**config.mk**
```make
export PLATFORM = sky130hd
export DESIGN_NAME = lcd_dma_scheduler
export DESIGN_NICKNAME = d
export VERILOG_FILES = /design/src/rtl/lcd_dma_scheduler.sv
export SDC_FILE = /design/constraint.sdc
export NUM_CORES = 1
export LEC_CHECK = 0
export BUFFER_PORTS_ARGS = -buffer_cell sky130_fd_sc_hd__buf_2
export CORE_MARGIN = 3
export CORE_UTILIZATION = 57
export CTS_CLUSTER_DIAMETER = 120
export DETAILED_ROUTE_END_ITERATION = 8
export PLACE_DENSITY = 0.81
export SYNTH_ARGS = -nofsm -noshare
export SYNTH_HDL_FRONTEND = slang
export SYNTH_SLANG_ARGS = --single-unit
```
**constraint.sdc**
```tcl
create_clock -name clk -period 5.29 [get_ports clk]
set_clock_uncertainty 0.2 [all_clocks]
set_input_delay 0.2645 -clock clk [delete_from_list [all_inputs] [get_ports clk]]
set_output_delay 0.2645 -clock clk [all_outputs]
set_load 0.02 [all_outputs]
```
**src/rtl/lcd_dma_scheduler.sv**
```systemverilog
// LCD frame-buffer DMA fetch scheduler: shares one bus master between the upper and lower panel FIFOs.
// Optional macro LCD_DMA_1K_SPLIT_EN keeps every burst inside a single 1 KB address window.
module lcd_dma_scheduler #(
  parameter int LVLW = 6,
  parameter int CNTW = 20,
  parameter int LENW = 5
) (
  input  logic            clk,
  input  logic            reset,
  input  logic            frame_start,
  input  logic            dual_en,
  input  logic [31:0]     upbase,
  input  logic [31:0]     lpbase,
  input  logic [CNTW-1:0] frame_words,
  input  logic [LENW-1:0] burst_len,
  input  logic [LVLW-1:0] watermark,
  input  logic [LVLW-1:0] up_level,
  input  logic [LVLW-1:0] lp_level,
  output logic            bus_req,
  output logic [31:0]     bus_addr,
  output logic [LENW-1:0] bus_len,
  input  logic            bus_gnt,
  input  logic            bus_done,
  output logic            data_sel,
  output logic            busy,
  output logic            overrun
);

  typedef enum logic [1:0] {IDLE, ARB, REQ, XFER} state_t;

  state_t          state, state_next;
  logic [31:0]     up_addr, lp_addr;
  logic [CNTW-1:0] up_rem, lp_rem;
  logic            rr;        // 1 = lower panel has priority on the next tie
  logic            pending;   // frame restart deferred until the in-flight burst ends

  logic            up_elig, lp_elig, pick_lower;
  logic [31:0]     sel_addr;
  logic [CNTW-1:0] sel_rem;
  logic [LENW-1:0] clamp_len, arb_len;
  logic            do_latch, do_complete, do_reload, set_pending;

  assign up_elig    = (up_rem != '0) && (up_level < watermark);
  assign lp_elig    = dual_en && (lp_rem != '0) && (lp_level < watermark);
  assign pick_lower = lp_elig && (!up_elig || rr);
  assign sel_addr   = pick_lower ? lp_addr : up_addr;
  assign sel_rem    = pick_lower ? lp_rem : up_rem;

`ifdef LCD_DMA_1K_SPLIT_EN
  logic [10:0] room_words;
  assign room_words = (11'd1024 - {1'b0, sel_addr[9:0]}) >> 2;
`endif

  always_comb begin
    clamp_len = burst_len;
    if (burst_len == '0)
      clamp_len = LENW'(1);
    else if (burst_len > LENW'(16))
      clamp_len = LENW'(16);
    arb_len = clamp_len;
    if (sel_rem < CNTW'(clamp_len))
      arb_len = LENW'(sel_rem);
`ifdef LCD_DMA_1K_SPLIT_EN
    if (room_words < 11'(arb_len))
      arb_len = LENW'(room_words);
`endif
  end

  always_comb begin
    state_next  = state;
    do_latch    = 1'b0;
    do_complete = 1'b0;
    do_reload   = 1'b0;
    case (state)
      IDLE: begin
        if (frame_start)
          do_reload = 1'b1;
        else if (up_elig || lp_elig)
          state_next = ARB;
      end
      ARB: begin
        if (frame_start) begin
          do_reload  = 1'b1;
          state_next = IDLE;
        end else if (up_elig || lp_elig) begin
          do_latch   = 1'b1;
          state_next = REQ;
        end else begin
          state_next = IDLE;
        end
      end
      REQ: begin
        if (bus_gnt) begin
          if (bus_done) begin
            do_complete = 1'b1;
            state_next  = IDLE;
          end else begin
            state_next = XFER;
          end
        end
      end
      XFER: begin
        if (bus_done) begin
          do_complete = 1'b1;
          state_next  = IDLE;
        end
      end
      default: state_next = IDLE;
    endcase
    // A restart seen during a burst (earlier or in the completing cycle) replaces the counter update.
    if (do_complete)
      do_reload = pending || frame_start;
    set_pending = frame_start && ((state == REQ) || (state == XFER)) && !do_complete;
  end

  // NOTE: sequential state uses non-blocking assignments only; the async reset clears every register.
  always_ff @(posedge clk or posedge reset) begin
    if (reset) begin
      state    <= IDLE;
      up_addr  <= '0;
      lp_addr  <= '0;
      up_rem   <= '0;
      lp_rem   <= '0;
      rr       <= 1'b0;
      pending  <= 1'b0;
      bus_addr <= '0;
      bus_len  <= '0;
      data_sel <= 1'b0;
    end else begin
      state <= state_next;
      if (do_latch) begin
        bus_addr <= sel_addr;
        bus_len  <= arb_len;
        data_sel <= pick_lower;
      end
      if (do_reload) begin
        up_addr <= upbase;
        lp_addr <= lpbase;
        up_rem  <= frame_words;
        lp_rem  <= dual_en ? frame_words : '0;
        rr      <= 1'b0;
        pending <= 1'b0;
      end else if (do_complete) begin
        if (data_sel) begin
          lp_addr <= lp_addr + (32'(bus_len) << 2);
          lp_rem  <= lp_rem - CNTW'(bus_len);
        end else begin
          up_addr <= up_addr + (32'(bus_len) << 2);
          up_rem  <= up_rem - CNTW'(bus_len);
        end
        rr      <= !data_sel;
        pending <= 1'b0;
      end else if (set_pending) begin
        pending <= 1'b1;
      end
    end
  end

  // Decoded from the state register so an async reset drops the request in the same instant.
  assign bus_req = (state == REQ);
  assign busy    = (state != IDLE);
  assign overrun = frame_start && ((up_rem != '0) || (lp_rem != '0));

endmodule

```
### After elaboration in Yosys (flattened, before gate mapping)

Cells that the tools add are included.
Widths: inputs -> output; s select.

| word-level totals | value |
|---|---|
| logic and storage cells | 93 |
| input bits | 113 |
| output and inout bits | 41 |
| flip-flop bits (word level) | 146 |

| cells by class | value |
|---|---|
| magnitude comparators | 4 |
| add/subtract/negate cells | 4 |
| muxes and demuxes | 40 |
| equal/unequal tests | 8 |
| reduce and logical (&&, ||, !) cells | 27 |

Operator list:

| kind | number |
|---|---|
| $mux 32 | 7 |
| $mux 20 | 8 |
| $add 32x7->32 | 2 |
| $reduce_bool 20->1 | 2 |
| $sub 20x5->20 | 2 |
| $lt 20x5->1 | 1 |
| $mux 5 | 3 |
| $mux 2 | 7 |
| $mux 1 | 13 |
| $lt 6x6->1 | 2 |
| $pmux 2 s4 | 1 |
| $logic_and 1x1->1 | 7 |
| $ne 2x2->1 const B | 3 |
| $reduce_bool 2->1 | 3 |
| $gt 5x5->1 const B | 1 |
| $logic_not 5->1 | 1 |
| $logic_or 1x1->1 | 5 |
| $eq 2x2->1 const B | 2 |
| $ne 2x1->1 const B | 2 |
| $reduce_and 2->1 | 2 |
| $reduce_and 4->1 | 1 |
| $logic_not 1->1 | 3 |
| $reduce_bool 3->1 | 1 |
| $eq 2x1->1 const B | 1 |
| 3 further kinds | 3 |

### Logic depth before layout (Yosys ltp)

| logic depth | value |
|---|---|
| word-level depth | 8 |
| mapped depth | 17 |
| gate-level depth less buffers | 17 |

### Worst setup path after synthesis

Ideal clock, no wire load.

| path | value |
|---|---|
| path kind | input to register |
| start point | input watermark[1] |
| end point | register bus_len[1] |
| stages | 16 |
| library setup time | 0.125 ns |
| path slack | 1.196 ns |
| buffers on the path | 0 |
| arrival time | 3.769 ns |
| data required time | 4.965 ns |
| cell sequence | inv_1 ha_1 or3b_4 a2111oi_4 nor2_2 nor3_4 mux2_2 ha_1 o21ai_0 a21oi_1 o211a_1 o21a_1 o31ai_1 a22oi_4 mux2_4 mux2_2 |

| between the ends | value |
|---|---|
| word-level cells in the longest chain between the ends | 8 |
| elaborated cells between the ends (all ways) | 14 |

RTL lines:

| item | line | text |
|---|---|---|
| start, declared | 16 | `input logic [LVLW-1:0] watermark,` |
| $lt 6x6->1 | 43 | `assign up_elig = (up_rem != '0) && (up_level < watermark);` |
| $logic_and 1x1->1 | 43 |  |
| $logic_not 1->1 | 45 | `assign pick_lower = lp_elig && (!up_elig \|\| rr);` |
| $logic_or 1x1->1 | 45 |  |
| $logic_and 1x1->1 | 45 |  |
| $mux 20 | 47 | `assign sel_rem = pick_lower ? lp_rem : up_rem;` |
| $lt 20x5->1 | 61 | `if (sel_rem < CNTW'(clamp_len))` |
| $mux 5 | 61 |  |
| end signal, assigned | 133 | `bus_len <= arb_len;` |
| end, declared | 21 | `output logic [LENW-1:0] bus_len,` |

Parallel ways exist; a longest one is shown, timed or not.
A chain may end at the register's enable or synchronous reset.

### Worst setup path in the final report

| path | value |
|---|---|
| start point | register up_rem[12] |
| end point | register bus_len[1] |

| between the ends | value |
|---|---|
| word-level cells in the longest chain between the ends | 8 |
| elaborated cells between the ends (all ways) | 12 |

RTL lines:

| item | line | text |
|---|---|---|
| start, declared | 33 | `logic [CNTW-1:0] up_rem, lp_rem;` |
| start signal, assigned | 139 | `up_rem <= frame_words;` |
| start signal, assigned | 149 | `up_rem <= up_rem - CNTW'(bus_len);` |
| $reduce_bool 20->1 | 43 |  |
| $logic_and 1x1->1 | 43 |  |
| $logic_not 1->1 | 45 |  |
| $logic_or 1x1->1 | 45 |  |
| $logic_and 1x1->1 | 45 |  |
| $mux 20 | 47 |  |
| $lt 20x5->1 | 61 |  |
| $mux 5 | 61 |  |

Parallel ways exist; a longest one is shown, timed or not.

==> summary.txt <==
Status
  • Status: finished, final reports clean

Worst setup path
  • Crit path buffers/inverters: 0
  • Critical Path RT: 5.40 ns
  • Slowest library cell on the worst path: dfrtp_1
  • Worst path cell trace: nor3_2, nand4_1, nor3_2, nor2_2, nor3_4, mux2_2, ha_1, o21ai_0, a21oi_1, o211a_1, o21a_1, o31ai_1, a22oi_4, mux2_4, mux2_2
  • Crit-path leading delay family: simple AND/OR/NAND/NOR gates
  • Worst R2R Path Depth: 15
  • Crit-path max cell delay: 0.42 ns
  • CP Launch Type: register
  • CP Data Arrival Time: 4.53 ns
  • R2r setup slk: around 0.87 ns
  • CP Capture Type: register
  • Crit Path Max Fanout: 8
  • Setup CP Type: reg -> reg
  • R2R Path End: bus_len[1]
  • Worst R2R Start: up_rem[12]

Drt
  • Routed WL: approximately 25000 um
  • DR iter-0 viols: 850
  • Wirelength per Cell: 16.9 um
  • Initial DRT Pass Iterations: 7
  • Vias: ~8500
  • DR DRC count: 0
  • Via density per instance: 5.85
  • Routed Antenna Nets: 0

Power
  • Power per cell area: 548 nW/um^2
  • Leakage: 4.99 nW
  • Sequential share of power: 36.1%
  • VDD IR-drop max: 0.000276 V
  • Switching share of power: between 40% and 50%
  • Clock power frac: 18.6%
  • NetSw: between 2 and 3 mW
  • Part of the power in combinational logic: 45.3%
  • Pint: 3.44 mW

Yosys
  • Synth top area cells: dfrtp_1 (41%), o21ai_0 (7.4%), nand2_1 (6.5%), ha_1 (4.8%), a21oi_1 (3.8%)
  • Synth area leader: dfrtp_1
  • Cell count after synthesis: between 1000 and 1500
  • Synth warn: 0
  • Post-synth top cells: nand2_1 (154), dfrtp_1 (146), o21ai_0 (132), nor2_1 (82), a21oi_1 (68)
  • Number of synthesized flops with an enable pin: 0
  • Seq/Total Area, Yosys: between 40 and 50%
  • Distinct cells, synth: 73
  • Register bit total from synthesis: 146
  • Most used DFF post-synth: dfrtp_1
  • Synth top area share: 41.1%
  • Most frequent cell after synthesis: nand2_1
  • Asr flop ratio synth: 100%
  • Net count after synthesis: roughly 1200
  • Area of the mapped netlist: roughly 8900 sq um
  • Syn avg cell area: 8.66 sq um

Die
  • Chip Height: roughly 130 um
  • Die width: 131 um
  • Row count: 45
  • # IOs: between 150 and 200
  • Initial cell density of the core: 58.3%
  • Full die area: 17100 sq um
  • Core box area: roughly 15000 sq um

Placement
  • Detailed Place HPWL: 16500 um
  • GP Congestion: between 0.8 and 0.9
  • Port Buffer Count: 153

Clock tree
  • H-tree depth: 4
  • CTS resizes: 0
  • Worst-Skew Late Latency: 0.43 ns
  • CTS sink cnt: 146
  • Clk buf depth: 2
  • Reg clk slew, reported paths: 0.06 ns
  • CTS tree: yes
  • CTS buffer count: 17
  • Clock Tree Root: clkbuf_16

Global routing
  • Pin count of the biggest net entering global routing: 98
  • Global-route wire length before repair: 39400 um
  • Vias in the first global route: 7931
  • Initial antenna violation count: 0
  • Tot GR Track Use: between 20 and 30%
  • Total grt overflow: 0

STA
  • Max Fclk: 0.226 GHz
  • Final period util: 83.6%
  • RSZ-0062 raised after global routing: false
  • Slew headroom: 27.8%
  • Tightest Pin Transition: 1.06 ns
  • Fin crit period: 4.42 ns
  • Setup-failing EPs final: 0
  • Count of final hold-check violations: 0
  • Total Neg Setup Slack: 0 ns
  • Final Max Slew Viols: 0

Hold path
  • Hold path start: lpbase[20]
  • Worst Hold Class: in -> reg
  • Worst Hold Path Cells: 5
  • Hold EP: lp_addr[20]

Final layout
  • Post-layout util: 73.3%
  • Fin nets: 1390
  • N_diodes: 0
  • Synthesis-to-layout area growth: 25.7%
  • Layout cell share with drive strength beyond 1: approximately a fifth

Run
  • Maxcap violations: 0
[timing repair]
| item | 4_1_cts | 5_1_grt |
|---|---|---|
| buffers inserted | 0 | 0 |
| endpoints found under the hold margin | 194 | 0 |
| hold buffers | 84 | 0 |
[through the flow]
stage	power [mW]	cells	worst slack, ns	area [sq um]	hold WS (ns)
finish	6.13	1461	0.866	11200	0.0258
CTS	6.08	1461	0.912	11200	0.00718
detailed placement	4.88	1347	0.854	9780	0.259
global route	6.60	1461	0.576	11200	0.0387
floorplan	4.11	1027	0.903	8890	0.170
global placement	4.77	1347	0.932	9780	0.256
[state kept, by name, indices dropped and copies added, names as in the netlist]
register / flops
bus_addr: 32
lp_addr: 32
up_addr: 32
lp_rem: 20
up_rem: 20
bus_len: 5
state: 2
data_sel: 1
pending: 1
rr: 1
[cell families (layout without fill, tap and decap cells)]
family / Yosys count / in the layout / synth area share [%]
and+or+nand+nor: 379 / 379 / 20.4
AOI/OAI and AO/OA: 292 / 292 / 20.0
DFF: 146 / 146 / 41.1
buffers and inverters: 91 / 314 / 4.11
xor gates and xnor gates: 45 / 45 / 4.43
adders and majority gates: 38 / 38 / 5.69
muxes: 36 / 36 / 4.25
[cell type report]
type | instances | area [sq um]
clock buffers | 21 | 470
clock inverters | 9 | 82.6
fillers | 1129 | 4080
inverters | 39 | 151
multi-input cells | 790 | 4890
flip-flops and latches | 146 | 3650
well taps | 211 | 264
repair buffers | 245 | 1670
[how the worst max path moves through the flow]
stage,from,end,slack (ns),cells past startpoint
floorplan,reset,bus_addr[0],0.90,1
global placement,watermark[1],bus_len[1],0.93,17
detailed placement,watermark[1],bus_len[1],0.85,17
CTS,up_rem[15],bus_len[1],0.91,15
global route,up_rem[5],bus_len[1],0.58,15
finish,up_rem[12],bus_len[1],0.87,15
[layer usage]
metal	global-route usage, %	vias up	part of all wire (%)
li1	-	4066	-
met2	45.9	365	46
met1	41.0	4060	44
met5	0	-	0
met3	5.49	49	7.0
met4	10.0	0	2.4
[power groups by stage]
stage               clock, mW  combinational [mW]  sequential (mW)
finish                   1.14                2.77             2.21
global route             1.19                3.13             2.28
CTS                      1.15                2.74             2.19
detailed placement          0                2.67             2.21
global placement            0                2.58             2.18
floorplan                   0                1.91             2.20
[layout by cell type, fill, tap and decap left out, types with 20 or more instances in the layout]
cell type	Yosys	layout
a21oi_1	68	68
buf_2	7	153
dfrtp_1	146	146
dlygate4sd3_1	0	84
ha_1	34	34
inv_1	39	38
mux2i_1	27	27
nand2_1	154	153
nand3_1	21	21
nor2_1	82	80
nor3_1	23	23
o21ai_0	132	131
xnor2_1	20	20
xor2_1	25	25
[worst register-to-register path: cells and delay by family, from the launching register on]
kind / cells / cell delay [ns]
compound gates: 6 / 1.02
fa+ha+maj: 1 / 0.28
flops: 1 / 0.42
mux: 3 / 0.98
simple gates: 5 / 1.41
(Power assumes the default switching activity.)
